### src/rtl/lfsr_sched_if.sv
// Request, seed and random-word stream bundle for lfsr_sched.
// The master drives requests and readiness; the slave returns words.
interface lfsr_sched_if #(
  parameter int N_REQ = 4
);
  logic [N_REQ-1:0] req;
  logic             seed_we;
  logic [7:0]       seed;
  logic             rnd_ready;
  logic [N_REQ-1:0] grant;
  logic             rnd_valid;
  logic [7:0]       rnd_data;
  logic             busy;

  modport master (
    output req,
    output seed_we,
    output seed,
    output rnd_ready,
    input  grant,
    input  rnd_valid,
    input  rnd_data,
    input  busy
  );

  modport slave (
    input  req,
    input  seed_we,
    input  seed,
    input  rnd_ready,
    output grant,
    output rnd_valid,
    output rnd_data,
    output busy
  );
endinterface

### src/rtl/lfsr_sched.sv
// Round-robin sharing of one 8-bit Fibonacci LFSR among N_REQ clients.
// Each grant streams BURST words; aborts and seed loads keep the state nonzero.
module lfsr_sched #(
  parameter int N_REQ = 4,
  parameter int BURST = 4
) (
  input logic         clk,
  input logic         rst_n,
  lfsr_sched_if.slave bus
);

  localparam int IW = (N_REQ > 2) ? 2 : 1;
  localparam int CW = $clog2(BURST) + 1;

  typedef enum logic {
    S_IDLE,
    S_BURST
  } state_e;

  state_e           state_q;
  state_e           state_d;
  logic [7:0]       lfsr_q;
  logic [7:0]       lfsr_d;
  logic [N_REQ-1:0] grant_q;
  logic [N_REQ-1:0] grant_d;
  logic [IW-1:0]    last_q;
  logic [IW-1:0]    last_d;
  logic [IW-1:0]    gidx_q;
  logic [IW-1:0]    gidx_d;
  logic [CW-1:0]    cnt_q;
  logic [CW-1:0]    cnt_d;

  logic             hs;
  logic             last_word;
  logic             done;
  logic             abort;
  logic             fb;
  logic [7:0]       lfsr_adv;
  logic             win_vld;
  logic [IW-1:0]    win_idx;

  assign hs        = (state_q == S_BURST) & bus.rnd_ready;
  assign last_word = (cnt_q == CW'(BURST - 1));
  assign done      = hs & last_word;
  assign abort     = ~hs & ~bus.req[gidx_q];

  // s1 is bit 7, so taps s8,s6,s5,s4 sit at bits 0,2,3,4
  assign fb       = lfsr_q[0] ^ lfsr_q[2] ^ lfsr_q[3] ^ lfsr_q[4];
  assign lfsr_adv = {fb, lfsr_q[7:1]};

  always_comb begin
    int            j;
    logic [IW-1:0] jx;
    win_vld = 1'b0;
    win_idx = '0;
    j       = 0;
    jx      = '0;
    for (int i = 1; i <= N_REQ; i++) begin
      j = int'(last_q) + i;
      if (j >= N_REQ) j = j - N_REQ;
      jx = IW'(j);
      if (!win_vld && bus.req[jx]) begin
        win_vld = 1'b1;
        win_idx = jx;
      end
    end
  end

  always_ff @(posedge clk or negedge rst_n) begin
    if (!rst_n) state_q <= S_IDLE;
    else        state_q <= state_d;
  end

  always_comb begin
    state_d = state_q;
    unique case (state_q)
      S_IDLE: begin
        if (!bus.seed_we && win_vld) state_d = S_BURST;
      end
      S_BURST: begin
        if (done || abort) state_d = S_IDLE;
      end
      default: state_d = S_IDLE;
    endcase
  end

  always_comb begin
    bus.rnd_valid = (state_q == S_BURST);
    bus.busy      = (state_q == S_BURST);
    bus.grant     = grant_q;
    bus.rnd_data  = lfsr_q;
  end

  always_comb begin
    lfsr_d  = lfsr_q;
    grant_d = grant_q;
    last_d  = last_q;
    gidx_d  = gidx_q;
    cnt_d   = cnt_q;
    unique case (state_q)
      S_IDLE: begin
        if (bus.seed_we) begin
          lfsr_d = (bus.seed == 8'h00) ? 8'h01 : bus.seed;
        end else if (win_vld) begin
          grant_d = {{(N_REQ-1){1'b0}}, 1'b1} << win_idx;
          gidx_d  = win_idx;
          cnt_d   = '0;
        end
      end
      S_BURST: begin
        if (hs) begin
          lfsr_d = lfsr_adv;
          cnt_d  = cnt_q + 1'b1;
        end
        if (done || abort) begin
          grant_d = '0;
          last_d  = gidx_q;
        end
      end
      default: ;
    endcase
  end

  always_ff @(posedge clk or negedge rst_n) begin
    if (!rst_n) begin
      lfsr_q  <= 8'h01;
      grant_q <= '0;
      last_q  <= IW'(N_REQ - 1);
      gidx_q  <= '0;
      cnt_q   <= '0;
    end else begin
      lfsr_q  <= lfsr_d;
      grant_q <= grant_d;
      last_q  <= last_d;
      gidx_q  <= gidx_d;
      cnt_q   <= cnt_d;
    end
  end

endmodule
### src/flat_wrapper.sv
// flat-port wrapper written by rule: the top's interface ports become plain ports
module lfsr_sched_flat 
#(
  parameter int N_REQ = 4,
  parameter int BURST = 4
)
  (clk, rst_n, bus_req, bus_seed_we, bus_seed, bus_rnd_ready, bus_grant, bus_rnd_valid, bus_rnd_data, bus_busy);
  lfsr_sched_if #(.N_REQ(N_REQ)) bus_i ();
  input logic clk;
  input logic rst_n;
  input wire logic [$bits(bus_i.req)-1:0] bus_req;
  input wire logic [$bits(bus_i.seed_we)-1:0] bus_seed_we;
  input wire logic [$bits(bus_i.seed)-1:0] bus_seed;
  input wire logic [$bits(bus_i.rnd_ready)-1:0] bus_rnd_ready;
  output wire logic [$bits(bus_i.grant)-1:0] bus_grant;
  output wire logic [$bits(bus_i.rnd_valid)-1:0] bus_rnd_valid;
  output wire logic [$bits(bus_i.rnd_data)-1:0] bus_rnd_data;
  output wire logic [$bits(bus_i.busy)-1:0] bus_busy;
  assign bus_i.req = bus_req;
  assign bus_i.seed_we = bus_seed_we;
  assign bus_i.seed = bus_seed;
  assign bus_i.rnd_ready = bus_rnd_ready;
  assign bus_grant = bus_i.grant;
  assign bus_rnd_valid = bus_i.rnd_valid;
  assign bus_rnd_data = bus_i.rnd_data;
  assign bus_busy = bus_i.busy;
  lfsr_sched #(.N_REQ(N_REQ), .BURST(BURST)) u_core (.clk(clk), .rst_n(rst_n), .bus(bus_i));
endmodule
### config.mk
export PLATFORM = sky130hd
export DESIGN_NAME = lfsr_sched_flat
export DESIGN_NICKNAME = d
export VERILOG_FILES = /design/src/rtl/lfsr_sched_if.sv /design/src/rtl/lfsr_sched.sv /design/src/flat_wrapper.sv
export SDC_FILE = /design/constraint.sdc
export NUM_CORES = 1
export LEC_CHECK = 0
export ABC_AREA = 1
export ABC_CLOCK_PERIOD_IN_PS = 2810
export BUFFER_PORTS_ARGS = -buffer_cell sky130_fd_sc_hd__buf_4
export CAP_MARGIN = 30
export CORE_UTILIZATION = 24
export CTS_BUF_LIST = sky130_fd_sc_hd__clkbuf_8
export DETAILED_ROUTE_END_ITERATION = 16
export REMOVE_ABC_BUFFERS = 1
export SLEW_MARGIN = 20
export SYNTH_ARGS = -nofsm -noshare
export SYNTH_HDL_FRONTEND = slang
export SYNTH_SLANG_ARGS = --single-unit
### constraint.sdc
create_clock -name clk -period 2.81 [get_ports clk]
set_input_delay 0.1405 -clock clk [delete_from_list [all_inputs] [get_ports clk]]
set_output_delay 0.1405 -clock clk [all_outputs]
set_load 0.01 [all_outputs]
Yosys cells after proc, flatten, opt, wreduce, memory -nomap -nowiden
Cells that the tools add are included.
{"block": "op_classes", "n_bitwise": 10, "n_addsub": 9, "shifts": 1, "magnitude_cmp": 9, "eq_ne": 6, "n_reduce_logical": 15, "muxes": 37}
{"cell": "$mux 8", "count": 3}
{"cell": "$mux 2", "count": 8}
{"cell": "$pmux 8 s2", "count": 1}
{"cell": "$lt 2x3->1 const B", "count": 5}
{"cell": "$mux 4", "count": 3}
{"cell": "$mux 1", "count": 11}
{"cell": "$bmux 1 s2", "count": 5}
{"cell": "$ge 3x3->1 const B", "count": 3}
{"cell": "$mux 3", "count": 3}
{"cell": "$reduce_and 3->1", "count": 3}
{"cell": "$logic_not 8->1", "count": 1}
{"cell": "$ne 2x2->1 const B", "count": 4}
{"cell": "$pmux 4 s2", "count": 1}
{"cell": "$sub 2x1->2 const B", "count": 4}
{"cell": "$add 2x2->3 const B", "count": 2}
{"cell": "$pmux 3 s2", "count": 1}
{"cell": "$add 2x3->4 const B", "count": 1}
{"cell": "$ge 4x3->1 const B", "count": 1}
{"cell": "$logic_and 1x1->1", "count": 4}
{"cell": "$logic_not 1->1", "count": 4}
{"cell": "$not 1->1", "count": 4}
{"cell": "$reduce_and 2->1", "count": 2}
{"cell": "$shl 1x2->4 const A", "count": 1}
{"cell": "$add 2x1->3 const B", "count": 1}
{"cell": "other kinds (7)", "count": 11}
{"block": "word_totals", "elab_cells": 93, "input_bits": 16, "out_inout_bits": 14, "register_bits": 20}

Logic depth before layout (Yosys ltp)
Gate-level depths: netlist of the first run.
{"block": "logic_depth", "word_depth": 19, "depth_mapped": 14, "ltp_nobuf": 12}

Worst setup path before layout of the first run
No wires, ideal clock.
{"block": "synth_path", "path_type": "register to register", "from": "register u_core.last_q[0]", "to": "register u_core.grant_q[2], in the netlist u_core.bus.grant[2]", "setup_ps": 117, "n_path_buf": 2, "synth_period_minus_slack_ps": 1673, "arrival_ps": 1555, "path_stages_with_launch": 13, "slack_ps": 1137, "t_required_ps": 2693, "cell_sequence": "dfstp_2 > buf_6 > inv_6 > buf_12 > nand2_1 > nand2_1 > o21ai_2 > nand3b_4 > nand2_4 > inv_4 > nor2_8 > nand2_1 > nand2_1"}
{"block": "synth_between", "elab_chain_cells": 19, "word_cells_on_any_way": 44, "classes_between": "8 x add/sub; 4 x order compare; 1 x eq/ne; 1 x shift; 23 x mux; 7 x reduce/logical"}
{"item": "start: declaration", "line": "lfsr_sched.sv:26", "text": "logic [IW-1:0] last_q;"}
{"item": "start signal: assignment", "line": "lfsr_sched.sv:128", "text": "last_q <= IW'(N_REQ - 1);"}
{"item": "start signal: assignment", "line": "lfsr_sched.sv:134", "text": "last_q <= last_d;"}
{"item": "$add 2x1->3", "line": "lfsr_sched.sv:59", "text": "j = int'(last_q) + i;"}
{"item": "$ge 3x3->1 / $sub 2x1->2 (equally long branches)", "line": "lfsr_sched.sv:60", "text": "if (j >= N_REQ) j = j - N_REQ;"}
{"item": "$mux 2", "line": "lfsr_sched.sv:60"}
{"item": "$bmux 1 s2", "line": "lfsr_sched.sv:62", "text": "if (!win_vld && bus.req[jx]) begin"}
{"item": "$mux 1 (not written as such)", "line": "lfsr_sched.sv:62"}
{"item": "$mux 1", "line": "lfsr_sched.sv:62"}
{"item": "$logic_not 1->1", "line": "lfsr_sched.sv:62"}
{"item": "$logic_and 1x1->1", "line": "lfsr_sched.sv:62"}
{"item": "[3 not listed]"}
{"item": "$mux 1", "line": "lfsr_sched.sv:62"}
{"item": "$logic_not 1->1", "line": "lfsr_sched.sv:62"}
{"item": "$logic_and 1x1->1", "line": "lfsr_sched.sv:62"}
{"item": "$mux 2", "line": "lfsr_sched.sv:62"}
{"item": "$shl 1x2->4", "line": "lfsr_sched.sv:105", "text": "grant_d = {{(N_REQ-1){1'b0}}, 1'b1} << win_idx;"}
{"item": "$mux 4", "line": "lfsr_sched.sv:104", "text": "end else if (win_vld) begin"}
{"item": "$mux 4", "line": "lfsr_sched.sv:102", "text": "if (bus.seed_we) begin"}
{"item": "$pmux 4 s2", "line": "lfsr_sched.sv:100", "text": "unique case (state_q)"}
{"item": "end signal: assignment", "line": "lfsr_sched.sv:133", "text": "grant_q <= grant_d;"}
{"item": "end: declaration", "line": "lfsr_sched.sv:24", "text": "logic [N_REQ-1:0] grant_q;"}
Several ways; a longest one is shown, not always the timed one. The select of a mux whose other input is x is not followed.
A chain may end at the register's enable or synchronous reset.

Final worst setup path of the first run
{"block": "layout_path", "from": "register u_core.state_q, in the netlist u_core.bus.busy", "to": "register u_core.grant_q[0], in the netlist u_core.bus.grant[0]"}
{"block": "layout_between", "elab_chain_cells": 6, "word_cells_on_any_way": 11, "classes_between": "3 x eq/ne; 1 x mux; 5 x bitwise; 2 x reduce/logical"}
{"item": "start: declaration", "line": "lfsr_sched.sv:20", "text": "state_e state_q;"}
{"item": "start signal: assignment", "line": "lfsr_sched.sv:71", "text": "else state_q <= state_d;"}
{"item": "$and 1x1->1", "line": "lfsr_sched.sv:42", "text": "assign hs = (state_q == S_BURST) & bus.rnd_ready;"}
{"item": "$not 1->1", "line": "lfsr_sched.sv:45", "text": "assign abort = ~hs & ~bus.req[gidx_q];"}
{"item": "$and 1x1->1", "line": "lfsr_sched.sv:45"}
{"item": "$logic_or 1x1->1", "line": "lfsr_sched.sv:115", "text": "if (done || abort) begin"}
{"item": "$ne 2x2->1 (no line)"}
{"item": "$reduce_and 3->1 (no line)"}
Several ways; a longest one is shown, not always the timed one.

==> results of run 1 <==
-- metrics by stage --
stage          hold slack, ns  worst slack (ns)  instance area (sq um)
2_1_floorplan          -0.155              1.06                   1310
5_1_grt                 0.136             0.566                   1670
4_1_cts                 0.119             0.924                   1670
6_report                0.122             0.930                   1670
3_5_place_dp           0.0386             0.945                   1620
3_3_place_gp           0.0382             0.995                   1620
-- worst max-delay path by stage --
| stage | startpoint | endpoint | slack [ns] |
|---|---|---|---|
| after floorplan | u_core.bus.busy$_DFF_PN0_ | u_core.bus.grant[2]$_DFFE_PN0P_ | 1.06 |
| after global placement | u_core.bus.busy$_DFF_PN0_ | u_core.bus.grant[0]$_DFFE_PN0P_ | 1.0 |
| after global routing | u_core.bus.busy$_DFF_PN0_ | u_core.bus.grant[0]$_DFFE_PN0P_ | 0.57 |
| final | u_core.bus.busy$_DFF_PN0_ | u_core.bus.grant[0]$_DFFE_PN0P_ | 0.93 |
| after CTS | u_core.bus.busy$_DFF_PN0_ | u_core.bus.grant[0]$_DFFE_PN0P_ | 0.92 |
| after detailed placement | u_core.bus.busy$_DFF_PN0_ | u_core.bus.grant[0]$_DFFE_PN0P_ | 0.94 |
-- synth_stat cells --
cell type  number
nor2_8          2
dfrtp_1        17
nor2_1         14
xnor2_1         3
inv_1          11
a21oi_1         2
nand2_4         7
o211ai_1        2
inv_6           1
clkbuf_1        2
buf_2           1
o21ai_0         9
buf_6           1
nand4_1         4
nand2_2         6
buf_12          1
o21ai_2         1
nand3b_1        1
nor4_1          2
nand3b_4        1
inv_4           1
dfstp_2         3
ha_1            2
buf_4           1
a31oi_1         6
nand2_1        60
nand3_1        16
-- registers in the layout, indices dropped and copies added (netlist names) --
register	cells
u_core.last_q	2
u_core.bus.grant	4
u_core.cnt_q	3
u_core.bus.rnd_data	8
u_core.bus.busy	1
u_core.gidx_q	2
-- logic make-up (layout without fill, tap and decap cells) --
logic type / after synthesis / after routing / synth area share, %
flip-flops: 20 / 20 / 37.1
XOR/XNOR: 3 / 3 / 1.93
AND/OR/NAND/NOR: 113 / 113 / 42.6
AO/OA/AOI/OAI: 20 / 20 / 8.56
adder cells (fa/ha/maj): 2 / 2 / 1.84
buffers and inverters: 19 / 47 / 7.92
-- final cells by class --
cell class / instances / area [sq um] / area share, %
clock buffer: 3 / 41.3 / 2.47
clock inverter: 1 / 3.75 / 0.225
multi-input combinational: 138 / 747 / 44.7
tap: 72 / 90.1 / 5.39
sequential: 20 / 504 / 30.2
inverter: 13 / 56.3 / 3.37
timing repair buffer: 30 / 228 / 13.6
-- layer usage --
metal	track usage (%)	share of wire (%)	vias up
met5	0	0	-
met4	2.26	0.40	0
met3	2.38	3.9	2
met2	17.3	48	20
met1	11.9	48	566
li1	-	-	633
-- worst max-delay path, cell delays in order (launching register included) --
cell	delay, ns
dfrtp_1	0.64
nand2_1	0.25
nand3_1	0.14
o21ai_0	0.11
nor2_1	0.42
nor2_8	0.08
nand2_1	0.07
nand2_1	0.05
-- report_power, final --
| part | internal (mW) | total, mW | switching [mW] |
|---|---|---|---|
| registers | 0.433 | 0.590 | 0.157 |
| clock network | 0.0973 | 0.192 | 0.0944 |
| logic | 0.461 | 1.11 | 0.653 |
==> results.md, run 1 <==
* Cell Pwr Density at 1130 mW/mm^2
* Post-CTS Resized at 0
* IO buf count at 29
* Via Count at roughly 1200
* Hold/Removal Path Class: in2reg
* Final hold viol count at 0
* Area growth syn-to-layout at 22.9%
* Clk sink count at 20
* Max-capacitance violation count at 0
* Startpoint types: flip-flop
* I/O Pins at 30
* Dpl hpwl at ~2200 microns
* Netlist cell types at 27
* Vias in the first global route at ~1100
* Die ar. at ~0.0060 sq mm
* Pin count of the biggest net entering global routing at 21
* Top cells by area, synth: dfrtp_1 (31%), nand2_1 (17%), nand3_1 (5.9%), dfstp_2 (5.8%), nand2_4 (5.8%)
* Clock-pin transition on the worst setup and hold timing paths at roughly 0.080 ns
* Cells after Synth at roughly 180
* Reg-to-reg startpoint: u_core.bus.busy$_DFF_PN0_
* # nets final at roughly 220
* Commonest cells after routing, fill and taps aside: nand2_1 (60), buf_4 (29), dfrtp_1 (17), nand3_1 (16), nor2_1 (14)
* Die X at between 70 and 80 microns
* Reg2Reg Capture Point: u_core.bus.grant[0]$_DFFE_PN0P_
* Core box area at approximately 0.0055 sq mm
* Global-route wire length before repair at 4830 microns
* RSZ-0062 raised after global routing: false
* Commonest non-fill, non-tap cell in the layout: nand2_1
* CTS max path bufs at 2
* Layout cell share with drive strength beyond 1 at between 20% and 30%
* Final Non-Filler Cells at 277
* Worst Path Required at around 3.0 ns
* Crit path max fanout at 17
* Final Max Tran Viols at 0
* Antenna violations before repair at 0
* Antenna cell count at 0
* H-tree levels at 1
* Synth Warn # at 0
* Worst-Skew Late Latency at ~0.26 ns
* Global-route usage over all layers at around a tenth
* Final ANT Viol Nets at 0
* GPL Wtd Cong at ~0.8
* TNS Setup at 0 ns
* Tcrit/Tclk final at 66.9%
* Synthesized cell area at roughly 0.0014 sq mm
* Synth area leader: dfrtp_1
* Yosys reg bits at 20
* Die Ht at 77.2 microns
* Worst Reg-to-Reg Cells at 7
* Vias/cell at roughly 4.4
* Clock skew at about 0.0077 ns
* GRT overflow at 0
* Hold path endpoint: u_core.cnt_q[1]$_DFFE_PN0P_
* # DRC at 0
* Synth top area share at 31.3%
* Tot Pwr at 1.89 mW
* DR iter-0 viols at 69
* Setup bufs post-CTS at 0
* Crit path DAT at ~2 ns
* Leak at 0.851 nW
* Crit. End Element: flip-flop
* Num CTS Buffers at 3
* Final min period at 1.88 ns
* Clock root buffer master: clkbuf_8
* Routed wire per std cell at between 9 and 10 microns
* CTS tree: yes
* Sequential area share after synthesis at a little under two fifths
* Crit Path Class: reg2reg
* Worst VDD drop at about 450 uV
* Final core occ at between 30% and 40%
* Reg2reg setup slack at 0.93 ns
* Worst slew pin tran at 0.516 ns
* Rows at 27
* Final setup fails at 0
* Status: finished, final reports clean
* Initial Util at between 20 and 25%
* FMAX at 0.532 GHz
* Hold path depth at 3
* Slew headroom at around 65%
* Synth Area per Inst at about 7.7 sq um
* Hold Buf Count CTS at 1
* Drt pass-1 iters at 4
* Min-delay src: bus_rnd_ready
* Cells after DPL at between 200 and 300
* # fillers at ~600
* Total Wirelength at around 2800 microns
Power figures use the tool's default switching activity.
==> run 2: changes to the inputs <==
--- a/config.mk
+++ b/config.mk
@@ -6,7 +6,7 @@
 export NUM_CORES = 1
 export LEC_CHECK = 0
 export ABC_AREA = 1
-export ABC_CLOCK_PERIOD_IN_PS = 2810
+export ABC_CLOCK_PERIOD_IN_PS = 1850
 export BUFFER_PORTS_ARGS = -buffer_cell sky130_fd_sc_hd__buf_4
 export CAP_MARGIN = 30
 export CORE_UTILIZATION = 24
==> constraint.sdc (replaced) <==
create_clock -name clk -period 1.85 [get_ports clk]
set_input_delay 0.0925 -clock clk [delete_from_list [all_inputs] [get_ports clk]]
set_output_delay 0.0925 -clock clk [all_outputs]
set_load 0.01 [all_outputs]
==> results.md, run 2 (synthesis results as in run 1) <==
* Status: finished, final reports clean
* Final min period at 1.74 ns
* Crit path max fanout at 11
* Final Max Tran Viols at 0
* Worst Path Required at 2.01 ns
* IO buf count at 29
* Core box area at between 0.005 and 0.006 sq mm
* Die ar. at 0.00597 sq mm
* Routed wire per std cell at about 10 microns
* Commonest non-fill, non-tap cell in the layout: nand2_1
* Initial Util at around 25%
* Cell internal pwr at 1.73 mW
* Cells after DPL at approximately 280
* Clock skew at roughly 0.0057 ns
* Final setup fails at 0
* Layout cell share with drive strength beyond 1 at between 30% and 40%
* Hold path depth at 3
* Startpoint types: flip-flop
* Final Non-Filler Cells at approximately 280
* Clk sink count at 20
* Final hold viol count at 0
* Area growth syn-to-layout at 29.9%
* CTS max path bufs at 2
* CTS tree: yes
* Dpl hpwl at 2260 microns
* # DRC at 0
* Max FFs per register at 8
* DR iter-0 viols at 65
* Slew headroom at between 60% and 70%
* Final ANT Viol Nets at 0
* Cell Pwr Density at roughly 1800 mW/mm^2
* H-tree levels at 1
* Rows at 27
* Worst Reg-to-Reg Cells at 10
* Crit path DAT at 1.90 ns
* Commonest cells after routing, fill and taps aside: nand2_1 (59), buf_4 (35), dfrtp_1 (17), nand3_1 (15), nor2_1 (12)
* Crit. End Element: flip-flop
* Die X at slightly below 80 microns
* Die Ht at ~77 microns
* Leak at about 0.89 nW
* GPL Wtd Cong at about 0.8
* Via Count at between 1000 and 1500
* Logic pwr share at around three fifths
* Clock share of power at 14.1%
* Num CTS Buffers at 3
* Drt pass-1 iters at 4
* Vias/cell at around 4.4
* RSZ-0062 raised after global routing: false
* I/O Pins at 30
* Tcrit/Tclk final at a little over nine tenths
* FMAX at about 0.58 GHz
* Clock root buffer master: clkbuf_8
* TNS Setup at 0 ns
* Pin count of the biggest net entering global routing at 21
* Global-route wire length before repair at around 4900 microns
* Clock-pin transition on the worst setup and hold timing paths at approximately 0.080 ns
* Seq pwr share at 26.7%
* Worst slew pin tran at between 0.5 and 0.6 ns
* Switching power at around 1.4 mW
* # nets final at 230
* Antenna cell count at 0
* GRT overflow at 0
* Antenna violations before repair at 0
* Switching portion of total power at 45.5%
* Crit Path Class: reg2reg
* Max-capacitance violation count at 0
* Hold/Removal Path Class: in2reg
* Worst VDD drop at between 600 and 700 uV
* Worst-Skew Late Latency at between 0.2 and 0.3 ns
* Total Wirelength at between 2000 and 3000 microns
* Global-route usage over all layers at about a tenth
* Vias in the first global route at around 1100
## run 2: area by class of cell
class | instances | area (sq um)
fillers | 584 | 3710
multi-input cells | 138 | 768
flip-flops and latches | 20 | 504
repair buffers | 36 | 273
well taps | 72 | 90.1
inverters | 13 | 58.8
clock buffers | 3 | 41.3
clock inverters | 1 | 30.0
## run 2: what timing repair did
item | in CTS | in global routing
endpoints found under the setup margin | 0 | 6
hold buffers | 1 | 0
endpoints found under the hold margin | 20 | 0
resized for setup | 0 | 7
setup buffers | 0 | 3
## run 2: per-stage QoR
stage | power, mW | hold WS (ns) | setup slack, ns | utilization, % | cell area (sq um)
floorplan | 2.11 | -0.203 | 0.104 | - | 1310
CTS | 3.12 | 0.0776 | 0.0711 | 31.4 | 1720
global placement | 2.65 | -0.00821 | 0.0700 | 29.9 | 1640
detailed placement | 2.66 | -0.00824 | 0.0869 | 29.9 | 1640
global route | 3.46 | 0.0915 | 0.00114 | 32.3 | 1770
finish | 3.18 | 0.0766 | 0.113 | 32.3 | 1770
## run 2: layer usage
| layer | track usage (%) | vias to the layer above | share of wire, % |
|---|---|---|---|
| li1 | - | 647 | - |
| met1 | 13.5 | 569 | 48 |
| met2 | 16.3 | 26 | 47 |
| met3 | 2.62 | 2 | 3.8 |
| met4 | 2.26 | 0 | 0.58 |
| met5 | 0 | - | 0 |
## run 2: power by group through the flow
stage / Combinational [mW] / Sequential [mW] / Clock [mW]
after detailed placement: 1.79 / 0.872 / 0
after CTS: 1.80 / 0.865 / 0.451
after floorplan: 1.19 / 0.922 / 0
after global routing: 2.10 / 0.882 / 0.470
final: 1.88 / 0.849 / 0.450
after global placement: 1.77 / 0.872 / 0
## run 2: final timing paths
kind	start	endpoint	slack, ns
min reg2reg	u_core.bus.grant[1]$_DFFE_PN0P_	u_core.bus.grant[1]$_DFFE_PN0P_	0.48
max reg2reg	u_core.last_q[0]$_DFFE_PN1P_	u_core.bus.grant[0]$_DFFE_PN0P_	0.11
max in group asynchronous	rst_n	u_core.last_q[1]$_DFFE_PN1P_	1.34
min in group asynchronous	rst_n	u_core.bus.grant[1]$_DFFE_PN0P_	0.24
min	bus_rnd_ready	u_core.cnt_q[1]$_DFFE_PN0P_	0.08
max	u_core.last_q[0]$_DFFE_PN1P_	u_core.bus.grant[0]$_DFFE_PN0P_	0.11
## run 2: critical path: stages (launching register included)
cell and delay (ns):
dfstp_2 0.64, inv_6 0.09, nand2_1 0.09, nand2_1 0.08
o21ai_2 0.19, nand3b_4 0.20, nand2_8 0.08, inv_6 0.10
nor2_8 0.04, nand2_1 0.07, nand2_1 0.05
